## config.mk

```make
export PLATFORM = sky130hd
export DESIGN_NAME = uart_tx_fifo
export DESIGN_NICKNAME = d
export VERILOG_FILES = /design/src/rtl/uart_tx_fifo.sv
export SDC_FILE = /design/constraint.sdc
export NUM_CORES = 1
export LEC_CHECK = 0
export BUFFER_PORTS_ARGS = -buffer_cell sky130_fd_sc_hd__buf_2
export CORE_UTILIZATION = 60
export CTS_CLUSTER_SIZE = 8
export DETAILED_ROUTE_END_ITERATION = 8
export GPL_ROUTABILITY_DRIVEN = 1
export PLACE_DENSITY_LB_ADDON = 0.2
export SYNTH_ARGS = -nofsm -noshare
export SYNTH_HDL_FRONTEND = slang
export SYNTH_SLANG_ARGS = --single-unit
```

## constraint.sdc

```tcl
create_clock -name i_clk -period 3.1 [get_ports i_clk]
set_input_delay 0.155 -clock i_clk [delete_from_list [all_inputs] [get_ports i_clk]]
set_output_delay 0.155 -clock i_clk [all_outputs]
set_load 0.05 [all_outputs]
```

## src/rtl/uart_tx_fifo.sv

```systemverilog
// uart_tx_fifo: byte queue in front of a UART transmitter; one start pulse per queued byte.
// Latency: write at edge N -> o_tx_start/o_tx_data after N+1; next start one idle cycle after a done tick.
// Backpressure: writes while o_full are dropped (flagged on o_ovf when UART_TX_FIFO_OVF_EN is defined).
module uart_tx_fifo #(
    parameter int DBIT   = 8,
    parameter int ADDR_W = 4
) (
    input  logic              i_clk,
    input  logic              i_reset_n,
    input  logic              i_wr,
    input  logic [DBIT-1:0]   i_wr_data,
    output logic              o_full,
    output logic              o_empty,
    output logic [ADDR_W:0]   o_count,
    input  logic              i_tx_done_tick,
    output logic              o_tx_start,
    output logic [DBIT-1:0]   o_tx_data,
    output logic              o_busy
`ifdef UART_TX_FIFO_OVF_EN
    ,
    input  logic              i_ovf_clr,
    output logic              o_ovf
`endif
);

    localparam int               DEPTH   = 1 << ADDR_W;
    localparam logic [ADDR_W:0]  PTR_INC = (ADDR_W + 1)'(1);

    typedef enum logic {
        ST_IDLE,
        ST_WAIT
    } state_t;

    logic [DBIT-1:0]  r_mem [DEPTH];
    logic [ADDR_W:0]  r_wr_ptr;
    logic [ADDR_W:0]  r_rd_ptr;
    state_t           r_state;
    logic             r_tx_start;
    logic [DBIT-1:0]  r_tx_data;
    logic             r_busy;

    logic             w_full;
    logic             w_empty;
    logic             w_wr_en;
    logic             w_pop;

    // Pointers carry one extra wrap bit so full and empty are distinguishable.
    assign w_full  = (r_wr_ptr[ADDR_W] != r_rd_ptr[ADDR_W]) &&
                     (r_wr_ptr[ADDR_W-1:0] == r_rd_ptr[ADDR_W-1:0]);
    assign w_empty = (r_wr_ptr == r_rd_ptr);
    assign w_wr_en = i_wr && !w_full;
    assign w_pop   = (r_state == ST_IDLE) && !w_empty;

    assign o_full     = w_full;
    assign o_empty    = w_empty;
    assign o_count    = r_wr_ptr - r_rd_ptr;
    assign o_tx_start = r_tx_start;
    assign o_tx_data  = r_tx_data;
    assign o_busy     = r_busy;

    always_ff @(posedge i_clk) begin
        if (w_wr_en) begin
            r_mem[r_wr_ptr[ADDR_W-1:0]] <= i_wr_data;
        end
    end

    always_ff @(posedge i_clk or negedge i_reset_n) begin
        if (!i_reset_n) begin
            r_wr_ptr <= '0;
        end else if (w_wr_en) begin
            r_wr_ptr <= r_wr_ptr + PTR_INC;
        end
    end

    // Done ticks arriving in IDLE (e.g. a frame that outlived a reset) are ignored.
    always_ff @(posedge i_clk or negedge i_reset_n) begin
        if (!i_reset_n) begin
            r_state    <= ST_IDLE;
            r_rd_ptr   <= '0;
            r_tx_start <= 1'b0;
            r_tx_data  <= '0;
            r_busy     <= 1'b0;
        end else begin
            case (r_state)
                ST_IDLE: begin
                    if (w_pop) begin
                        r_tx_data  <= r_mem[r_rd_ptr[ADDR_W-1:0]];
                        r_tx_start <= 1'b1;
                        r_rd_ptr   <= r_rd_ptr + PTR_INC;
                        r_busy     <= 1'b1;
                        r_state    <= ST_WAIT;
                    end else begin
                        r_tx_start <= 1'b0;
                        r_busy     <= 1'b0;
                    end
                end
                ST_WAIT: begin
                    r_tx_start <= 1'b0;
                    if (i_tx_done_tick) begin
                        r_busy  <= 1'b0;
                        r_state <= ST_IDLE;
                    end
                end
                default: begin
                    r_tx_start <= 1'b0;
                    r_busy     <= 1'b0;
                    r_state    <= ST_IDLE;
                end
            endcase
        end
    end

`ifdef UART_TX_FIFO_OVF_EN
    logic r_ovf;

    assign o_ovf = r_ovf;

    always_ff @(posedge i_clk or negedge i_reset_n) begin
        if (!i_reset_n) begin
            r_ovf <= 1'b0;
        end else if (i_wr && w_full) begin
            r_ovf <= 1'b1;
        end else if (i_ovf_clr) begin
            r_ovf <= 1'b0;
        end
    end
`endif

endmodule

```

# Word level (Yosys, flattened, before mapping)
# Memories as Yosys holds them, arrays and structs flattened. A register that Yosys moved wholly into a read port is not among the register bits.
# Index checks and enable logic that the tools add are counted.
word_totals:
  input_bits: 12
  output_inout_bits: 17
  reg_bits: 13
  word_cells: 29
  ramBits: 128
  n_memories: 1
memory_table:
  columns: ["name", "depth", "width", "rd", "rd_clocked_by_memory_dff", "wr", "line", "rtl"]
  rows:
  - ["r_mem", 16, 8, 1, 1, 1, "34", "logic [DBIT-1:0] r_mem [DEPTH];"]
op_classes:
  bitwise_logic: 1
  add_sub_neg: 3
  n_eq_ne: 4
  reduce_logical: 7
  muxes: 8
op_table:
  columns: ["operator", "count"]
  rows:
  - ["$add A5 B1 Y5 const B", 2]
  - ["$pmux W1 S2", 3]
  - ["$eq A5 B5 Y1", 1]
  - ["$mux W1", 5]
  - ["$sub A5 B5 Y5", 1]
  - ["$eq A4 B4 Y1", 1]
  - ["$logic_and A1 B1 Y1", 3]
  - ["$logic_not A1 Y1", 3]
  - ["$ne A2 B2 Y1 const B", 1]
  - ["$reduce_and A2 Y1", 1]
  - ["$ne A1 B1 Y1", 1]
  - ["$not A1 Y1", 1]

# Depth between registers and ports, before layout
logic_depth:
  ltp_word: 6
  depth_mapped: 8
  depth_no_buf: 7

# Worst setup path before layout
# No wires, ideal clock.
synth_path:
  kind: "register to register"
  startpoint: "register r_rd_ptr[2]"
  endpoint: "memory r_mem[10][0] (enable)"
  path_slack_ps: 630
  arrival_time_ps: 2086
  t_required_ps: 2717
  stages_incl_launch_ff: 9
  path_cell_list: "dfrtp_1 -> buf_2 -> inv_1 -> ha_1 -> nand4_1 -> o21a_1 -> buf_2 -> nand2_1 -> nor3_1"
synth_via:
  elab_chain_cells: 6
synth_rtl:
  columns: ["item", "line", "rtl"]
  rows:
  - ["start, declared", "36", "logic [ADDR_W:0] r_rd_ptr;"]
  - ["start signal, assigned", "89", "r_rd_ptr <= r_rd_ptr + PTR_INC;"]
  - ["$eq A4 B4 Y1", "49", "(r_wr_ptr[ADDR_W-1:0] == r_rd_ptr[ADDR_W-1:0]);"]
  - ["$logic_and A1 B1 Y1", "48", "assign w_full = (r_wr_ptr[ADDR_W] != r_rd_ptr[ADDR_W]) &&"]
  - ["$logic_not A1 Y1", "51", "assign w_wr_en = i_wr && !w_full;"]
  - ["$logic_and A1 B1 Y1", "51", null]
  - ["$mux W1", "62", "if (w_wr_en) begin"]
  - ["$mux W1 (not written as such)", "63", "r_mem[r_wr_ptr[ADDR_W-1:0]] <= i_wr_data;"]
  - ["end, declared", "34", null]
# Every way passes these cells.

# Worst setup path after layout
layout_path:
  startpoint: "register r_wr_ptr[0]"
  endpoint: "output o_count[4]"
layout_via:
  elab_chain_cells: 1
layout_rtl:
  columns: ["item", "line", "rtl"]
  rows:
  - ["start, declared", "35", "logic [ADDR_W:0] r_wr_ptr;"]
  - ["start signal, assigned", "71", "r_wr_ptr <= r_wr_ptr + PTR_INC;"]
  - ["$sub A5 B5 Y5", "56", "assign o_count = r_wr_ptr - r_rd_ptr;"]
  - ["end, declared", "14", "output logic [ADDR_W:0] o_count,"]
# Every way passes these cells.

==> flow_summary.yaml <==
setup_path:
  critPathLaunchType: "register"
  path_max_fanout: 4
  cp_data_required_time_ns: 2.94
  cp.arrival_ns: 2.55
  crit_type: "reg -> out"
  cp-end-kind: "output port"
grt:
  grt_max_degree: 52
  grt_pass1_vias: 3173
  grt_overflow_total: 0
  antenna_found_initial: 0
  grt_pass1_wl_um: 18330
  grtUsageTotal: 0.2618
final_layout:
  seqCellArea_sq_mm: 0.004370
  nets: 411
  fin_util: 0.7140
  num_antenna_cells: 0
  drive_gt1_frac: 0.2214
  area_growth_pct: 15.62
  multi_input_area_sq_mm: 0.001485
  fillers: 629
timing:
  tns_ns: 0
  setup_viol: 0
  setup_ws_ns: 0.3992
  hold_ws_ns: 0.03678
  post-route-period-util: 0.8712
  clock.fmax_ghz: 0.3703
  fin_skew_ns: 0.007458
  finalMaxSlewViolations: 0
  finalHoldViolations: 0
  tightest_slew_ns: 0.9293
  min_period_ns: 2.701
  slew_headroom: 0.3753
  rsz0062_at_grt: "false"
flow_run:
  maxCapViolCount: 0
detailed_routing:
  firstDrtPassIters: 4
  via_per_inst: 5.910
  wl_per_cell_um: 22.40
  ant_nets: 0
  vias: 3162
  drt_iter0_drc: 242
  drc: 0
  drt_wl_total_um: 11980
power:
  vdd_drop_max_v: 0.0008933
  power-per-cell-area_mw_per_mm2: 1092
  leakage_uw: 0.002520
synth:
  avgSynthCellArea_sq_um: 17.57
  synth_edf_count: 128
  seq_area_frac_synth: 0.7272
  ys_top_cells_by_count: "edfxtp_1, mux2i_1, nor2_1"
  synthFlopType: "edfxtp_1"
  yosysTopAreaCell: "edfxtp_1"
  async_flop_share: 0.1409
  synth_cells: 342
  ys_types: 36
  ys_ff_latch: 149
  synth.top_cell.area_share: 0.6397
  synth.most_common_cell: "edfxtp_1"
  syn_area_sq_mm: 0.006008
  syn_nets: 364
  synthTopCellsByArea: "edfxtp_1, dfrtp_1, mux2i_1, mux4_2, ha_1"
  synth_warnings: 0
clocking:
  post_cts_resized: 0
  cts_inserted_buffers: 17
  htree_num_levels: 4
  clk_latency_ns: 0.53
  cts-root-buf: "clkbuf_8"
  path_clk_slew_ns: 0.06
  clock_sinks: 149
  postCtsSetupBuffers: 0
  clockBufferDepth: 2
  cts_tree: "done"
floorplanning:
  core_area_sq_mm: 0.009729
  chipHeight_um: 102.1
  ios: 29
  die_w_um: 102.1
  core.rowCount: 36
  initial_utilization: 0.6175
  dieArea_sq_mm: 0.01042
placed_design:
  pre_cts_slack_ns: 0.6745
  io_buffers: 28
  gp_congestion: 0.9639
  hpwl_um: 7560
worst_hold_path:
  hold_class: "in -> reg"
run_status:
  status: "finished clean"
==> metal layers <==
metal | track usage | part of all wire | up-vias | wire length, um
li1 | - | - | 1442 | -
met1 | 0.3668 | 0.42 | 1581 | 5026
met2 | 0.3960 | 0.48 | 119 | 5777
met3 | 0.06635 | 0.077 | 20 | 921
met4 | 0.1121 | 0.021 | 0 | 257
met5 | 0 | 0 | - | 0
==> registers in the layout, indices dropped and copies added (netlist names) <==
signal	flops
r_state	1
r_rd_ptr	5
o_busy	1
o_tx_start	1
r_mem	128
o_tx_data	8
r_wr_ptr	5
==> logic make-up after synthesis <==
group                    count (synthesis)  synth area share
flip-flops                             149            0.7272
AND/OR/NAND/NOR                         52           0.04248
AO/OA/AOI/OAI                           42           0.04561
multiplexers                            49            0.1162
buffers and inverters                   28           0.02770
XOR/XNOR                                12           0.01874
adder cells (fa/ha/maj)                 10           0.02207
==> critical path, cell delays in order (launching register included) <==
cell and delay [ns]:
dfrtp_1 0.41, inv_1 0.16, ha_1 0.18, inv_1 0.06
fa_1 0.41, a21o_1 0.17, a21oi_1 0.18, xnor2_1 0.16
buf_2 0.29
==> power by group <==
group          internal (uW)  total [uW]  leakage (uW)  switching (uW)
registers               2500        2670       0.00140             179
logic                    920        2800      0.000824            1880
clock network           1380        2110      0.000296             732
==> path summary, 6_finish.rpt <==
kind / startpoint / to / slack, ns / depth (start not counted)
max: r_wr_ptr[0]$_DFFE_PN0P_ / o_count[4] / 0.40 / 8
min reg2reg: o_busy$_DFFE_PN0P_ / o_busy$_DFFE_PN0P_ / 0.48 / 1
max in group asynchronous: i_reset_n / r_rd_ptr[0]$_DFFE_PN0P_ / 2.61 / 2
min: i_wr_data[0] / r_mem[10][0]$_DFFE_PP_ / 0.04 / 1
max reg2reg: r_wr_ptr[3]$_DFFE_PN0P_ / r_mem[1][1]$_DFFE_PP_ / 0.68 / 4
min in group asynchronous: i_reset_n / o_tx_data[2]$_DFFE_PN0P_ / 0.13 / 2
==> layout make-up <==
cell class	instances	share of cell area
Timing Repair Buffer	44	0.03818
Sequential cell	149	0.6291
Clock buffer	21	0.06178
Tap cell	133	0.02396
Inverter	12	0.006484
Clock inverter	11	0.02666
Multi-Input combinational cell	165	0.2138
==> cell usage in the layout, fill, tap and decap left out, drive strengths merged, types with 8 or more instances in the layout <==
cell type / count
edfxtp: 128
buf: 42
mux2i: 33
nor2: 23
dfrtp: 21
clkbuf: 21
o22ai: 16
mux4: 16
inv: 12
xnor2: 10
ha: 9
a22oi: 8
a31oi: 8
==> stage by stage <==
| stage | power [uW] | instances | area, sq um |
|---|---|---|---|
| floorplan | 4831 | 342 | 6008 |
| global placement | 5437 | 501 | 6312 |
| detailed placement | 5489 | 501 | 6312 |
| CTS | 7615 | 535 | 6947 |
| global route | 7919 | 535 | 6947 |
| finish | 7588 | 535 | 6947 |
==> timing repair <==
action	CTS	global route
setup endpoints to repair	0	0
hold buffers	2	0
hold endpoints to repair	23	0
Power figures use the tool's default switching activity.
